==> config.mk <==
export PLATFORM = sky130hd
export DESIGN_NAME = arm_seq_ctrl_flat
export DESIGN_NICKNAME = d
export VERILOG_FILES = /design/src/rtl/arm_seq_ctrl_if.sv /design/src/rtl/arm_seq_ctrl.sv /design/src/flat_wrapper.sv
export SDC_FILE = /design/constraint.sdc
export NUM_CORES = 1
export LEC_CHECK = 0
export CORE_UTILIZATION = 41
export CTS_CLUSTER_DIAMETER = 120
export DETAILED_ROUTE_END_ITERATION = 10
export PLACE_DENSITY = 0.93
export SETUP_SLACK_MARGIN = 0.3
export SYNTH_ARGS = -nofsm -noshare
export SYNTH_HDL_FRONTEND = slang
export SYNTH_SLANG_ARGS = --single-unit
==> constraint.sdc <==
create_clock -name clk -period 2.5 [get_ports clk]
set_clock_uncertainty 0.05 [all_clocks]
set_input_delay 0.25 -clock clk [delete_from_list [all_inputs] [get_ports clk]]
set_output_delay 0.25 -clock clk [all_outputs]
set_load 0.005 [all_outputs]
==> src/rtl/arm_seq_ctrl_if.sv <==
// RAM port between the sequencer (master) and the single-port instruction/data RAM (slave).
// The request is held until ack; read data is valid in the ack cycle.
interface arm_seq_ctrl_if #(
  parameter int ADDR_W = 10
) ();
  logic              mem_req;
  logic              mem_we;
  logic [ADDR_W-1:0] mem_addr;
  logic              mem_ack;
  logic [31:0]       mem_rdata;

  modport master (
    output mem_req, mem_we, mem_addr,
    input  mem_ack, mem_rdata
  );

  modport slave (
    input  mem_req, mem_we, mem_addr,
    output mem_ack, mem_rdata
  );
endinterface

==> src/rtl/arm_seq_ctrl.sv <==
// Multi-cycle FETCH/DECODE/EXEC/MEM/WB sequencer: 4 cycles per ALU op, 5 per load/store, +1 per RAM wait; stalls on missing ack, traps after MEM_TIMEOUT.
// SEQ_CTRL_PERF_EN adds cycle/retired/skipped counters.
module arm_seq_ctrl #(
  parameter int ADDR_W      = 10,
  parameter int MEM_TIMEOUT = 15,
  parameter int RESET_PC    = 0
) (
  input  logic               clk,
  input  logic               i_reset,
  arm_seq_ctrl_if.master     mem,
  output logic [31:0]        o_ins,
  output logic [31:0]        o_ld_data,
  input  logic               i_cond_pass,
  input  logic [1:0]         i_ins_t,
  input  logic               i_br,
  input  logic               i_mem_r_en,
  input  logic               i_mem_w_en,
  input  logic               i_wb_en,
  input  logic               i_s_bit,
  input  logic [31:0]        i_alu_res,
  input  logic [31:0]        i_br_addr,
  output logic [ADDR_W-1:0]  o_pc,
  output logic               o_dec_en,
  output logic               o_ex_en,
  output logic               o_rf_we,
  output logic               o_flags_we,
  output logic               o_wb_sel_mem,
  output logic               o_trap,
  output logic [2:0]         o_state
`ifdef SEQ_CTRL_PERF_EN
  ,
  output logic [31:0]        o_cycles,
  output logic [31:0]        o_retired,
  output logic [31:0]        o_skipped
`endif
);

  localparam int CNT_W = $clog2(MEM_TIMEOUT + 1);

  localparam logic [2:0] S_FETCH  = 3'd0;
  localparam logic [2:0] S_DECODE = 3'd1;
  localparam logic [2:0] S_EXEC   = 3'd2;
  localparam logic [2:0] S_MEM    = 3'd3;
  localparam logic [2:0] S_WB     = 3'd4;
  localparam logic [2:0] S_TRAP   = 3'd7;

  logic [2:0]       state;
  logic [CNT_W-1:0] wait_cnt;
  logic             armed;
  logic             req;
  logic             timed_out;
  logic             unused_addr_bits;

  // The first FETCH cycle after reset keeps req low, so a stale ack from a dropped access is ignored.
  assign req       = ((state == S_FETCH) && armed) || (state == S_MEM);
  assign timed_out = (wait_cnt == CNT_W'(MEM_TIMEOUT));

  assign mem.mem_req  = req;
  assign mem.mem_we   = (state == S_MEM) && i_mem_w_en;
  assign mem.mem_addr = (state == S_MEM) ? i_alu_res[ADDR_W+1:2] : o_pc;

  assign o_dec_en     = (state == S_DECODE);
  assign o_ex_en      = (state == S_EXEC);
  assign o_flags_we   = (state == S_EXEC) && i_s_bit && (i_ins_t == 2'b00);
  assign o_rf_we      = (state == S_WB) && i_wb_en && i_cond_pass;
  assign o_wb_sel_mem = (state == S_WB) && i_mem_r_en;
  assign o_trap       = (state == S_TRAP);
  assign o_state      = state;

  assign unused_addr_bits = ^{i_alu_res[31:ADDR_W+2], i_alu_res[1:0],
                              i_br_addr[31:ADDR_W+2], i_br_addr[1:0]};

  always_ff @(posedge clk) begin
    if (i_reset) begin
      state     <= S_FETCH;
      o_pc      <= ADDR_W'(RESET_PC);
      o_ins     <= '0;
      o_ld_data <= '0;
      wait_cnt  <= '0;
      armed     <= 1'b0;
    end else begin
      armed    <= 1'b1;
      // Cleared on every cycle that does not extend a RAM wait, so each access starts at zero.
      wait_cnt <= '0;
      case (state)
        S_FETCH: begin
          if (req) begin
            if (mem.mem_ack) begin
              o_ins <= mem.mem_rdata;
              state <= S_DECODE;
            end else if (timed_out) begin
              state <= S_TRAP;
            end else begin
              wait_cnt <= wait_cnt + CNT_W'(1);
            end
          end
        end
        S_DECODE: begin
          if (!i_cond_pass)             state <= S_WB;
          else if (i_ins_t == 2'b11)    state <= S_TRAP;
          else                          state <= S_EXEC;
        end
        S_EXEC: begin
          state <= (i_mem_r_en || i_mem_w_en) ? S_MEM : S_WB;
        end
        S_MEM: begin
          if (mem.mem_ack) begin
            if (i_mem_r_en) o_ld_data <= mem.mem_rdata;
            state <= S_WB;
          end else if (timed_out) begin
            state <= S_TRAP;
          end else begin
            wait_cnt <= wait_cnt + CNT_W'(1);
          end
        end
        S_WB: begin
          if (i_br && i_cond_pass) o_pc <= i_br_addr[ADDR_W+1:2];
          else                     o_pc <= o_pc + ADDR_W'(1);
          state <= S_FETCH;
        end
        S_TRAP: state <= S_TRAP;
        default: state <= S_TRAP;
      endcase
    end
  end

`ifdef SEQ_CTRL_PERF_EN
  always_ff @(posedge clk) begin
    if (i_reset) begin
      o_cycles  <= '0;
      o_retired <= '0;
      o_skipped <= '0;
    end else begin
      o_cycles <= o_cycles + 32'd1;
      if (state == S_WB) begin
        if (i_cond_pass) o_retired <= o_retired + 32'd1;
        else             o_skipped <= o_skipped + 32'd1;
      end
    end
  end
`endif

endmodule

==> src/flat_wrapper.sv <==
// flat-port wrapper written by rule: the top's interface ports become plain ports
module arm_seq_ctrl_flat 
#(
  parameter int ADDR_W      = 10,
  parameter int MEM_TIMEOUT = 15,
  parameter int RESET_PC    = 0
)
  (clk, i_reset, o_ins, o_ld_data, i_cond_pass, i_ins_t, i_br, i_mem_r_en, i_mem_w_en, i_wb_en, i_s_bit, i_alu_res, i_br_addr, o_pc, o_dec_en, o_ex_en, o_rf_we, o_flags_we, o_wb_sel_mem, o_trap, o_state, mem_mem_req, mem_mem_we, mem_mem_addr, mem_mem_ack, mem_mem_rdata);
  arm_seq_ctrl_if #(.ADDR_W(ADDR_W)) mem_i ();
  input  logic clk;
  input  logic i_reset;
  output logic [31:0] o_ins;
  output logic [31:0] o_ld_data;
  input  logic i_cond_pass;
  input  logic [1:0] i_ins_t;
  input  logic i_br;
  input  logic i_mem_r_en;
  input  logic i_mem_w_en;
  input  logic i_wb_en;
  input  logic i_s_bit;
  input  logic [31:0] i_alu_res;
  input  logic [31:0] i_br_addr;
  output logic [ADDR_W-1:0] o_pc;
  output logic o_dec_en;
  output logic o_ex_en;
  output logic o_rf_we;
  output logic o_flags_we;
  output logic o_wb_sel_mem;
  output logic o_trap;
  output logic [2:0] o_state;
  output wire logic [$bits(mem_i.mem_req)-1:0] mem_mem_req;
  output wire logic [$bits(mem_i.mem_we)-1:0] mem_mem_we;
  output wire logic [$bits(mem_i.mem_addr)-1:0] mem_mem_addr;
  input wire logic [$bits(mem_i.mem_ack)-1:0] mem_mem_ack;
  input wire logic [$bits(mem_i.mem_rdata)-1:0] mem_mem_rdata;
  assign mem_mem_req = mem_i.mem_req;
  assign mem_mem_we = mem_i.mem_we;
  assign mem_mem_addr = mem_i.mem_addr;
  assign mem_i.mem_ack = mem_mem_ack;
  assign mem_i.mem_rdata = mem_mem_rdata;
  arm_seq_ctrl #(.ADDR_W(ADDR_W), .MEM_TIMEOUT(MEM_TIMEOUT), .RESET_PC(RESET_PC)) u_core (.clk(clk), .i_reset(i_reset), .mem(mem_i), .o_ins(o_ins), .o_ld_data(o_ld_data), .i_cond_pass(i_cond_pass), .i_ins_t(i_ins_t), .i_br(i_br), .i_mem_r_en(i_mem_r_en), .i_mem_w_en(i_mem_w_en), .i_wb_en(i_wb_en), .i_s_bit(i_s_bit), .i_alu_res(i_alu_res), .i_br_addr(i_br_addr), .o_pc(o_pc), .o_dec_en(o_dec_en), .o_ex_en(o_ex_en), .o_rf_we(o_rf_we), .o_flags_we(o_flags_we), .o_wb_sel_mem(o_wb_sel_mem), .o_trap(o_trap), .o_state(o_state));
endmodule
==> impl_results.md <==
* Run status: finished, final reports clean
* Clock Tree Root: clkbuf_8
* Syn avg cell area at 8.52 µm²
* First-pass GRT wire length at 15.7 mm
* RSZ-0062 raised after global routing: no
* Vias per inst at 5.20
* Final worst-path cycle share at 83.5%
* Fmax at between 0.4 and 0.5 GHz
* WHS at 0.360 ns
* Sink Count at 82
* Multi-input gate area at 1660 µm²
* Pint at 2.19 mW
* Initial DRC count at about 190
* Gr usage total at 22.5%
* MaxCap Viol Count at 0
* DP Worst Slack at 0.479 ns
* CTS tree: done
* Post-synth top area cell: dfxtp_1
* Final ANT Viol Nets at 0
* Syn Nets at 511
* Top-count cell post-synth: dfxtp_1
* Layout cells sized above 1 at under 10%
* Commonest cells in the synthesized netlist: dfxtp_1 (82), nand2_1 (76), nor2_1 (48)
* DP HPWL at ~7.0 mm
* Antenna cells at 0
* Core area at 7890 µm²
* Mapped Cells at 402
* WL final at 9.76 mm
* CTS clk-pin slew, worst paths at 0.08 ns
* Antenna violations before repair at 0
* Final setup viols at 0
* Yosys reg bits at 82
* Yosys warns at 0
* Cell Pwr Density at 529 nW/µm²
* Comb pwr share at 12.0%
* Post-synth cell types at 45
* XOR/XNOR Fraction of Synth Area at 0.512%
* FF/Latch Area at ~1600 µm²
* Remaining DRCs at 0
* CP max FO at 16
* Switch Pwr at between 0.6 and 0.7 mW
* Sw Share at 22.3%
* Maximum vdd drop at 354 µV
* EDFF count, synth at 0
* Final TNS setup at 0 ns
* Pins Over Slew Limit at 0
* Top_reg_cell synth: dfxtp_1
* Worst-case clock buffer depth at 2
* Largest net degree at the start of global routing at 46
* TritonCTS Buffers at 9
* GP Congestion at 0.856
* Asr flop ratio synth at 0%
* Post-Syn Area at around 3400 µm²
* Clock power frac at between 40% and 50%
* Worst Setup Start Kind: flop
* Die W at 93.4 µm
* Largest family of logic cells by synthesized area: simple AND/OR/NAND/NOR gates
* Dominant cells by area after synthesis: dfxtp_1 (48%), mux2i_1 (9.4%), nand2_1 (8.3%), a21oi_1 (6.4%), nor2_1 (5.3%)
* Reg power frac at around 48%
* Share of the synthesized area in the top cell type at 48.0%
* Slew headroom at 59.8%
* Slew of the pin with the lowest slew margin at between 0.6 and 0.7 ns
* Complex-gate fraction of the synthesized area at 13.0%
* Port Buffers at 157
* Area Growth Syn to Fin at 56.0%
* Req. time, crit path at 2.20 ns
* Crit path kind: flop to output port
* Cell Rows at 32
* Worst Setup End Kind: output port
* Final hold vios at 0
* Worst-Skew Late Latency at 0.33 ns
* Total number of vias at 3,419
* # hold bufs at CTS at 0
* Adder-Cell Fraction of Synth Area at 0.731%
* Htree depth at 3
* Leak Pwr at about 1.9 nW
* Routed WL per cell at 14.9 µm
* Die height at 93.4 µm
* Vias in the first global route at between 3,000 and 4,000
* Sequential area share after synthesis at 48.0%
* Final min period at 2.09 ns
* Post-Synth Simple-Gate Area at a little over a fifth
* Initial DRT Pass Iterations at 5
* Die Area at between 8000 and 9000 µm²
* Mux share of post-synthesis cell area at about 13%
* Number of fill cells at 641
* CP Data Arrival Time at 1.79 ns
* Finished Core Util at a little under 70%
* Initial core utilization at 43.4%
* Worst Hold Class: input port to flop
* Final worst slack at 0.414 ns
* Final nets at 660
* IO Pins at 202
* Total grt overflow at 0
[power by group through the flow]
stage	clock network, mW	registers (mW)	logic [mW]
floorplan	0	1.39	0.124
global placement	0	1.38	0.327
detailed placement	0	1.39	0.337
CTS	1.16	1.36	0.339
global route	1.22	1.36	0.369
finish	1.13	1.36	0.339
[cell families (layout without fill, tap and decap cells)]
group / after synthesis / in the layout
XOR/XNOR: 2 / 2
multiplexers: 42 / 42
buffers and inverters: 32 / 185
flip-flops: 82 / 82
AO/OA/AOI/OAI: 76 / 76
AND/OR/NAND/NOR: 166 / 166
adder cells (fa/ha/maj): 2 / 2
[layer usage]
metal  up-vias  wire length [µm]  part of all wire, %  track usage [%]
met1      1594              3940                   40             27.4
met5         -                 0                    0                0
met3         8               779                  8.0             5.69
met4         0               106                  1.1             6.67
li1       1677                 -                    -                -
met2       140              4930                   51             39.0
[cell type report]
type	count	share of cell area, %
Clock buffer	9	2.32
Multi-Input combinational cell	288	31.1
Inverter	3	0.211
Tap cell	102	2.39
Timing Repair Buffer	167	31.1
Clock inverter	6	2.16
Sequential cell	82	30.7
[worst paths after layout]
path	slack [ns]	cells after the start	from	to
worst max-delay path	0.41	5	u_core.o_state[0]$_SDFFE_PP0P_	mem_mem_req
worst min-delay path	0.36	2	i_reset	u_core.o_pc[3]$_SDFFE_PP0N_
worst max register to register	0.66	4	u_core.o_state[2]$_SDFFE_PP0P_	u_core.o_pc[7]$_SDFFE_PP0N_
worst min register to register	0.41	2	u_core.o_ins[3]$_SDFFE_PP0P_	u_core.o_ins[3]$_SDFFE_PP0P_
[per-stage QoR]
stage | std cells | instance area, µm² | total power, mW
6_report | 657 | 5340 | 2.82
5_1_grt | 657 | 5340 | 2.95
4_1_cts | 657 | 5330 | 2.86
3_5_place_dp | 641 | 5080 | 1.72
3_3_place_gp | 641 | 5080 | 1.71
2_1_floorplan | 402 | 3420 | 1.51
[placed cells by master, fill, tap and decap left out, drive strengths merged, types with 2 or more instances in the layout]
cell type        n
nand3b           3
a21oi           44
inv              4
clkbuf           9
o221ai           2
and3             9
a31oi            2
mux2i           32
nand4            2
o22ai            2
o21ai            9
or4              2
nor3b            2
a211oi           3
buf             11
a22oi            3
dfxtp           82
a31o             2
nand3            9
clkdlybuf4s50  156
nand2b           2
nand2           76
mux2            10
nor2            48
and2             2
ha               2
bufinv           3
nor3             6
[flip-flops by register name (all words and copies together), names as in the netlist]
register and count:
u_core.o_state 3, u_core.o_ins 32, u_core.armed 1, u_core.wait_cnt 4, u_core.o_pc 10, u_core.o_ld_data 32
[critical path, cell delays in order, from the launching register on]
cell and delay, ns:
dfxtp_1 0.36, buf_6 0.17, nand2_1 0.12, a21boi_0 0.15
nor2_1 0.14, clkdlybuf4s50_1 0.52
[repair_timing]
| item | CTS | global route |
|---|---|---|
| resized for setup | 0 | 3 |
| gates cloned | 0 | 0 |
| endpoints found under the setup margin | 11 | 2 |
| setup buffers | 1 | 0 |
Power figures use the tool's default switching activity.
